### src/rtl/prbs_pkg.sv
`default_nettype none
// ============================================================================
// Module      : prbs_pkg
// Description : Shared constants for the PRBS generator/checker: polynomial
//               select encodings, per-polynomial tap/order tables and the
//               checker state encoding.
// Revision    : 1.0 - initial release
// ============================================================================
package prbs_pkg;

    // Width of the LFSR history register (order of the largest polynomial)
    localparam int c_lfsr_w = 31;

    // poly_sel encodings
    localparam logic [1:0] c_poly_prbs7  = 2'b00;
    localparam logic [1:0] c_poly_prbs15 = 2'b01;
    localparam logic [1:0] c_poly_prbs23 = 2'b10;
    localparam logic [1:0] c_poly_prbs31 = 2'b11;

    // Polynomial x^a + x^b + 1 of order N, indexed by poly_sel
    localparam logic [4:0] c_tap_a [0:3] = '{5'd7, 5'd15, 5'd23, 5'd31};
    localparam logic [4:0] c_tap_b [0:3] = '{5'd6, 5'd14, 5'd18, 5'd28};
    localparam logic [4:0] c_order [0:3] = '{5'd7, 5'd15, 5'd23, 5'd31};

    localparam logic [c_lfsr_w-1:0] c_all_ones = '1;

    // Checker states
    typedef enum logic [1:0] {
        ST_IDLE   = 2'd0,
        ST_SEED   = 2'd1,
        ST_LOCKED = 2'd2
    } chk_state_e;

    // Mask covering the low N bits of the LFSR for the selected polynomial
    function automatic logic [c_lfsr_w-1:0] order_mask(input logic [1:0] sel);
        return c_all_ones >> (5'd31 - c_order[sel]);
    endfunction

endpackage
`default_nettype wire

### src/rtl/prbs_step.sv
`default_nettype none
// ============================================================================
// Module      : prbs_step
// Description : Combinational WIDTH-step advance of a Fibonacci LFSR.
//               State bit k holds s[n-1-k] (bit 0 is the most recent bit).
//               bits[i] is the predicted sequence bit s[n+i]. With ext_en set
//               the shifted-in bit is taken from ext_bits instead of the
//               feedback, which lets the checker seed itself from rx data.
// Revision    : 1.0 - initial release
// ============================================================================
module prbs_step
    import prbs_pkg::*;
#(
    parameter int WIDTH = 8
) (
    input  logic [c_lfsr_w-1:0] cur_state,
    input  logic [1:0]          poly_sel,
    input  logic                ext_en,
    input  logic [WIDTH-1:0]    ext_bits,
    output logic [WIDTH-1:0]    bits,
    output logic [c_lfsr_w-1:0] nxt_state
);

    logic [4:0]          w_idx_a;
    logic [4:0]          w_idx_b;
    logic [c_lfsr_w-1:0] w_work;
    logic                w_fb;

    // s[n-a] lives at state bit a-1
    assign w_idx_a = c_tap_a[poly_sel] - 5'd1;
    assign w_idx_b = c_tap_b[poly_sel] - 5'd1;

    // Unrolled WIDTH-step recurrence s[n] = s[n-a] ^ s[n-b]
    always_comb begin
        w_work = cur_state;
        w_fb   = 1'b0;
        bits   = '0;
        for (int i = 0; i < WIDTH; i++) begin
            w_fb    = w_work[w_idx_a] ^ w_work[w_idx_b];
            bits[i] = w_fb;
            w_work  = {w_work[c_lfsr_w-2:0], (ext_en ? ext_bits[i] : w_fb)};
        end
        nxt_state = w_work;
    end

endmodule
`default_nettype wire

### config.mk
export PLATFORM = sky130hd
export DESIGN_NAME = prbs_step
export DESIGN_NICKNAME = d
export VERILOG_FILES = /design/src/rtl/prbs_pkg.sv /design/src/rtl/prbs_step.sv
export SDC_FILE = /design/constraint.sdc
export NUM_CORES = 1
export LEC_CHECK = 0
export CAP_MARGIN = 20
export CORE_MARGIN = 2
export CORE_UTILIZATION = 34
export DETAILED_ROUTE_END_ITERATION = 10
export PLACE_DENSITY = 0.88
export SYNTH_ARGS = -nofsm -noshare
export SYNTH_HDL_FRONTEND = slang
export SYNTH_SLANG_ARGS = --single-unit
### constraint.sdc
create_clock -name vclk -period 3.5
set_clock_uncertainty 0.05 [all_clocks]
set_input_delay 0.35 -clock vclk [all_inputs]
set_output_delay 0.35 -clock vclk [all_outputs]
set_load 0.02 [all_outputs]
After elaboration in Yosys (flattened, before gate mapping)
Index checks and enable logic that the tools add are counted.
{ "word_totals": {"reg_bits": 0, "latch_bits": 0, "mem_count": 0, "ramBits": 0, "rom_bits": 0} }
{ "op_classes": {"shifts": 0, "n_mux": 46, "add_sub_neg": 2, "n_bitwise": 9, "order_cmp": 3, "reduce_logical": 0, "div": 0, "mul": 0, "eq_ne": 0} }
{ "op_table": {"columns": ["operator", "n"], "rows": [
  ["$bmux W1 S5", 16],
  ["$mux W1", 24],
  ["$bmux W5 S2", 2],
  ["$mux W5", 4],
  ["$lt A5 B6 Y1 const B", 2],
  ["$sub A5 B1 Y5 const B", 2],
  ["$xor A1 B1 Y1", 8],
  ["$ge A3 B3 Y1 const B", 1],
  ["$not A2 Y3", 1]
]} }

Depth between registers and ports, before layout
{ "depth": {"word_depth": 37, "depth_mapped": 8, "ltp_nobuf": 5} }

Worst setup path after synthesis
OpenSTA, ideal clock, no wires.
{ "synth_timing": {"path_type": "in2out", "from": "input port poly_sel[0]", "to": "output port bits[6]", "path_slack_ns": 1.250, "t_required_ns": 3.100, "t_arrival_ns": 1.850, "path_stages": 5, "cell_sequence": "mux4_2 > xor2_2 > a21o_1 > a21oi_1 > a31oi_1"} }
{ "synth_between": {"elab_chain_len": 32, "elab_cells_between_ends": 50, "classes_between": "2 x add/sub; 40 x mux; 8 x bitwise"} }
{ "synth_lines": {"columns": ["element", "line", "source"], "rows": [
  ["from (decl)", "prbs_step.sv:17", "input logic [1:0] poly_sel,"],
  ["$not A2 Y3 (implied by the code) *", "prbs_step.sv:30, prbs_step.sv:31", null],
  ["$bmux W5 S2 (on tied branches)", "prbs_step.sv:30, prbs_step.sv:31", null],
  ["$mux W5 (on tied branches) (2 in a row)", "prbs_step.sv:30, prbs_step.sv:31", null],
  ["$sub A5 B1 Y5 (on tied branches)", "prbs_step.sv:30, prbs_step.sv:31", null],
  ["$bmux W1 S5", "prbs_step.sv:39", "w_fb = w_work[w_idx_a] ^ w_work[w_idx_b];"],
  ["$mux W1 (implied by the code)", "prbs_step.sv:39", null],
  ["$xor A1 B1 Y1 *", "prbs_step.sv:39", null],
  ["named net bits[0]", "prbs_step.sv:20", "output logic [WIDTH-1:0] bits,"],
  ["[16 not listed]", null, null],
  ["$mux W1", "prbs_step.sv:41", "w_work = {w_work[c_lfsr_w-2:0], (ext_en ? ext_bits[i] : w_fb)};"],
  ["$bmux W1 S5", "prbs_step.sv:39", null],
  ["$mux W1 (implied by the code)", "prbs_step.sv:39", null],
  ["$xor A1 B1 Y1", "prbs_step.sv:39", null],
  ["$mux W1", "prbs_step.sv:41", null],
  ["$bmux W1 S5", "prbs_step.sv:39", null],
  ["$mux W1 (implied by the code)", "prbs_step.sv:39", null],
  ["$xor A1 B1 Y1 *", "prbs_step.sv:39", null],
  ["to (decl)", "prbs_step.sv:20", null]
]} }
Mark *: on every way through the listed nets, which the timed path passes. The rest lies on a longest branch. The select of a mux whose other input is x is not followed.

Worst setup path in the final report
{ "layout_timing": {"from": "input port poly_sel[0]", "to": "output port bits[7]"} }
{ "layout_between": {"elab_chain_len": 36, "elab_cells_between_ends": 56, "classes_between": "2 x add/sub; 45 x mux; 9 x bitwise"} }
{ "layout_lines": {"columns": ["element", "line"], "rows": [
  ["$not A2 Y3 (implied by the code) *", "prbs_step.sv:30, prbs_step.sv:31"],
  ["$bmux W5 S2 (on tied branches)", "prbs_step.sv:30, prbs_step.sv:31"],
  ["$mux W5 (on tied branches) (2 in a row)", "prbs_step.sv:30, prbs_step.sv:31"],
  ["$sub A5 B1 Y5 (on tied branches)", "prbs_step.sv:30, prbs_step.sv:31"],
  ["$bmux W1 S5", "prbs_step.sv:39"],
  ["$mux W1 (implied by the code)", "prbs_step.sv:39"],
  ["$xor A1 B1 Y1", "prbs_step.sv:39"],
  ["$mux W1", "prbs_step.sv:41"],
  ["[19 not listed]", null],
  ["$mux W1", "prbs_step.sv:41"],
  ["$bmux W1 S5", "prbs_step.sv:39"],
  ["$mux W1 (implied by the code)", "prbs_step.sv:39"],
  ["$xor A1 B1 Y1", "prbs_step.sv:39"],
  ["$mux W1", "prbs_step.sv:41"],
  ["$bmux W1 S5", "prbs_step.sv:39"],
  ["$mux W1 (implied by the code)", "prbs_step.sv:39"],
  ["$xor A1 B1 Y1 *", "prbs_step.sv:39"]
]} }
Mark *: on every way between the ends. The rest lies on a longest branch, timed or not. The select of a mux whose other input is x is not followed.

==> flow_metrics.py <==
metrics = {
    "cells_and_area": {
        "num_antenna_cells": 0,
        "seqCellArea_um2": 0,
        "nFlopsAndLatches": 0,
        "clkbuf_count": 0,
        "fillers": 213,
        "drive_gt1_share_pct": 15.5,
        "syn2layout_area_growth_pct": 79.3,
        "final_area_um2": 1530,
        "final_nets": 199,
    },
    "global_route": {
        "grt_max_degree": 14,
        "grt_pass1_vias": 927,
        "grt_pass1_wl_um": 4160,
        "grt_remaining_overflow": 0,
        "antenna_found_initial": 0,
        "grt_use_total_pct": 19.1,
    },
    "sta": {
        "worst_slew_pin_slew_ns": 0.327,
        "fin_crit_sh_pct": 89.5,
        "setup_viol": 0,
        "max_freq_ghz": 0.319,
        "grt_setup_unrepaired": "false",
        "final_max_slew_viol_count": 0,
        "finalSetupTns_ns": 0,
        "slew_headroom_pct": 78.1,
        "post-route-min-period_ns": 3.13,
        "hold_violations": 0,
    },
    "detailed_routing": {
        "viasPerCell": 5.00,
        "post_drt_wl_per_cell_um": 15.0,
        "first_pass_iters": 4,
        "drc": 0,
        "num_vias": 925,
        "drt_iter0_drc": 16,
        "final_antenna_net_count": 0,
        "routed_wl_um": 2770,
    },
    "die": {
        "core_um2": 2430,
        "initial_core_util_pct": 35.1,
        "die_h_um": 54.1,
        "io_pins": 81,
        "die_area_um2": 2930,
        "die_x_um": 54.1,
        "rows": 18,
    },
    "worst_setup_path": {
        "critPathRequiredTime_ns": 3.10,
        "end_kind": "output pin",
        "cp-start-kind": "input port",
        "crit_fanout": 4,
        "crit_type": "input port to output pin",
        "worstPathArrival_ns": 2.73,
    },
    "synth": {
        "ys_seq_area_share_pct": 0,
        "synth_largest_area_cell": "mux4_2",
        "yosysWarnings": 0,
        "synthTopCellsByArea": "mux4_2 26%, buf_4 21%, xor2_1 9.2%",
        "synth.distinct_cells": 24,
        "synth_top_area_share_pct": 26.4,
        "syn_area_per_cell_um2": 8.80,
        "syn_nets": 139,
        "syn_inst": 97,
        "synth_area_um2": 853,
    },
    "power_and_ir_drop": {
        "p_leak_nw": 0.588,
        "p_per_area_nw_per_um2": 203,
        "irDropWorstVdd_v": 0.000121,
    },
    "min_path": {
        "hold_path.class": "input port to output pin",
    },
    "outcome": {
        "status": "finished clean",
    },
    "placed_design": {
        "port_buffers": 81,
        "dpl_cell_area_um2": 1530,
        "dpl.hpwl_um": 2430,
        "place_congestion": 0.908,
    },
    "run": {
        "cap_viol_max_count": 0,
    },
    "clock_tree": {
        "holdBufCountCts": 0,
        "cts-resized-gates": 0,
        "post-cts-setup-buffers": 0,
    },
}
## final timing paths
check / from / to / slack, ns / depth (start not counted)
hold / removal: cur_state[1] / nxt_state[9] / 1.61 / 2
setup / recovery: poly_sel[0] / bits[7] / 0.37 / 7
## Yosys cell counts, drive strengths merged
master,instances
nor2b,3
buf,28
a21o,2
inv,2
xor2,10
o41ai,1
a211oi,2
o21ai,2
mux2,4
nand2,9
nor3b,1
nor2,6
nor3,1
xnor2,2
clkbuf,1
a21oi,7
a31oi,2
mux2i,4
mux4,10
## routing by layer
metal  track usage, %  share of wire [%]  vias up
met5                0                  0        -
met4             3.75                1.4        0
met3            0.833                8.5        4
met2             38.2                 54       53
met1             22.1                 36      425
li1                 -                  -      443
## power by group
group          total (mW)  internal [mW]  leakage [nW]  switching [mW]
registers               0              0             0               0
clock network           0              0             0               0
logic               0.311          0.171         0.588           0.140
## worst max-delay path, cell delays in order
cell and delay [ns]:
clkdlybuf4s50_1 0.56, mux4_2 0.55, xor2_2 0.19, a21o_1 0.19, a21oi_1 0.08, a31oi_1 0.18
clkdlybuf4s50_1 0.63
## metrics by stage
step	util, %	setup slack (ns)	power, mW	instances	hold WS, ns
2_1_floorplan	-	1.25	0.172	97	0.763
3_3_place_gp	62.9	0.407	0.307	185	1.61
3_5_place_dp	62.9	0.378	0.312	185	1.61
4_1_cts	62.9	0.377	0.313	185	1.62
5_1_grt	62.9	0.239	0.330	185	1.65
6_report	62.9	0.369	0.311	185	1.61
## placed cells by master, fill, tap and decap left out, types with 3 or more instances in the layout
cell type	Yosys	layout
xor2_1	9	9
mux2i_1	4	4
mux4_2	10	10
nor2b_1	3	3
buf_4	24	6
mux2_2	3	3
clkdlybuf4s50_1	0	81
a21oi_1	6	6
nor2_1	6	6
nand2_1	9	9
## area by class of cell
class | count | area, µm² | share of cell area (%)
inverters | 2 | 7.51 | 0.491
well taps | 30 | 37.5 | 2.45
multi-input cells | 66 | 629 | 41.1
repair buffers | 87 | 856 | 55.9
## cells by family (layout without fill, tap and decap cells)
| kind of cell | after synthesis | after routing | synth area share [%] |
|---|---|---|---|
| AO/OA/AOI/OAI | 16 | 16 | 13.9 |
| XOR/XNOR | 12 | 12 | 13.2 |
| buffers and inverters | 31 | 89 | 26.2 |
| multiplexers | 18 | 18 | 36.4 |
| AND/OR/NAND/NOR | 20 | 20 | 10.3 |
(Power assumes the default switching activity.)
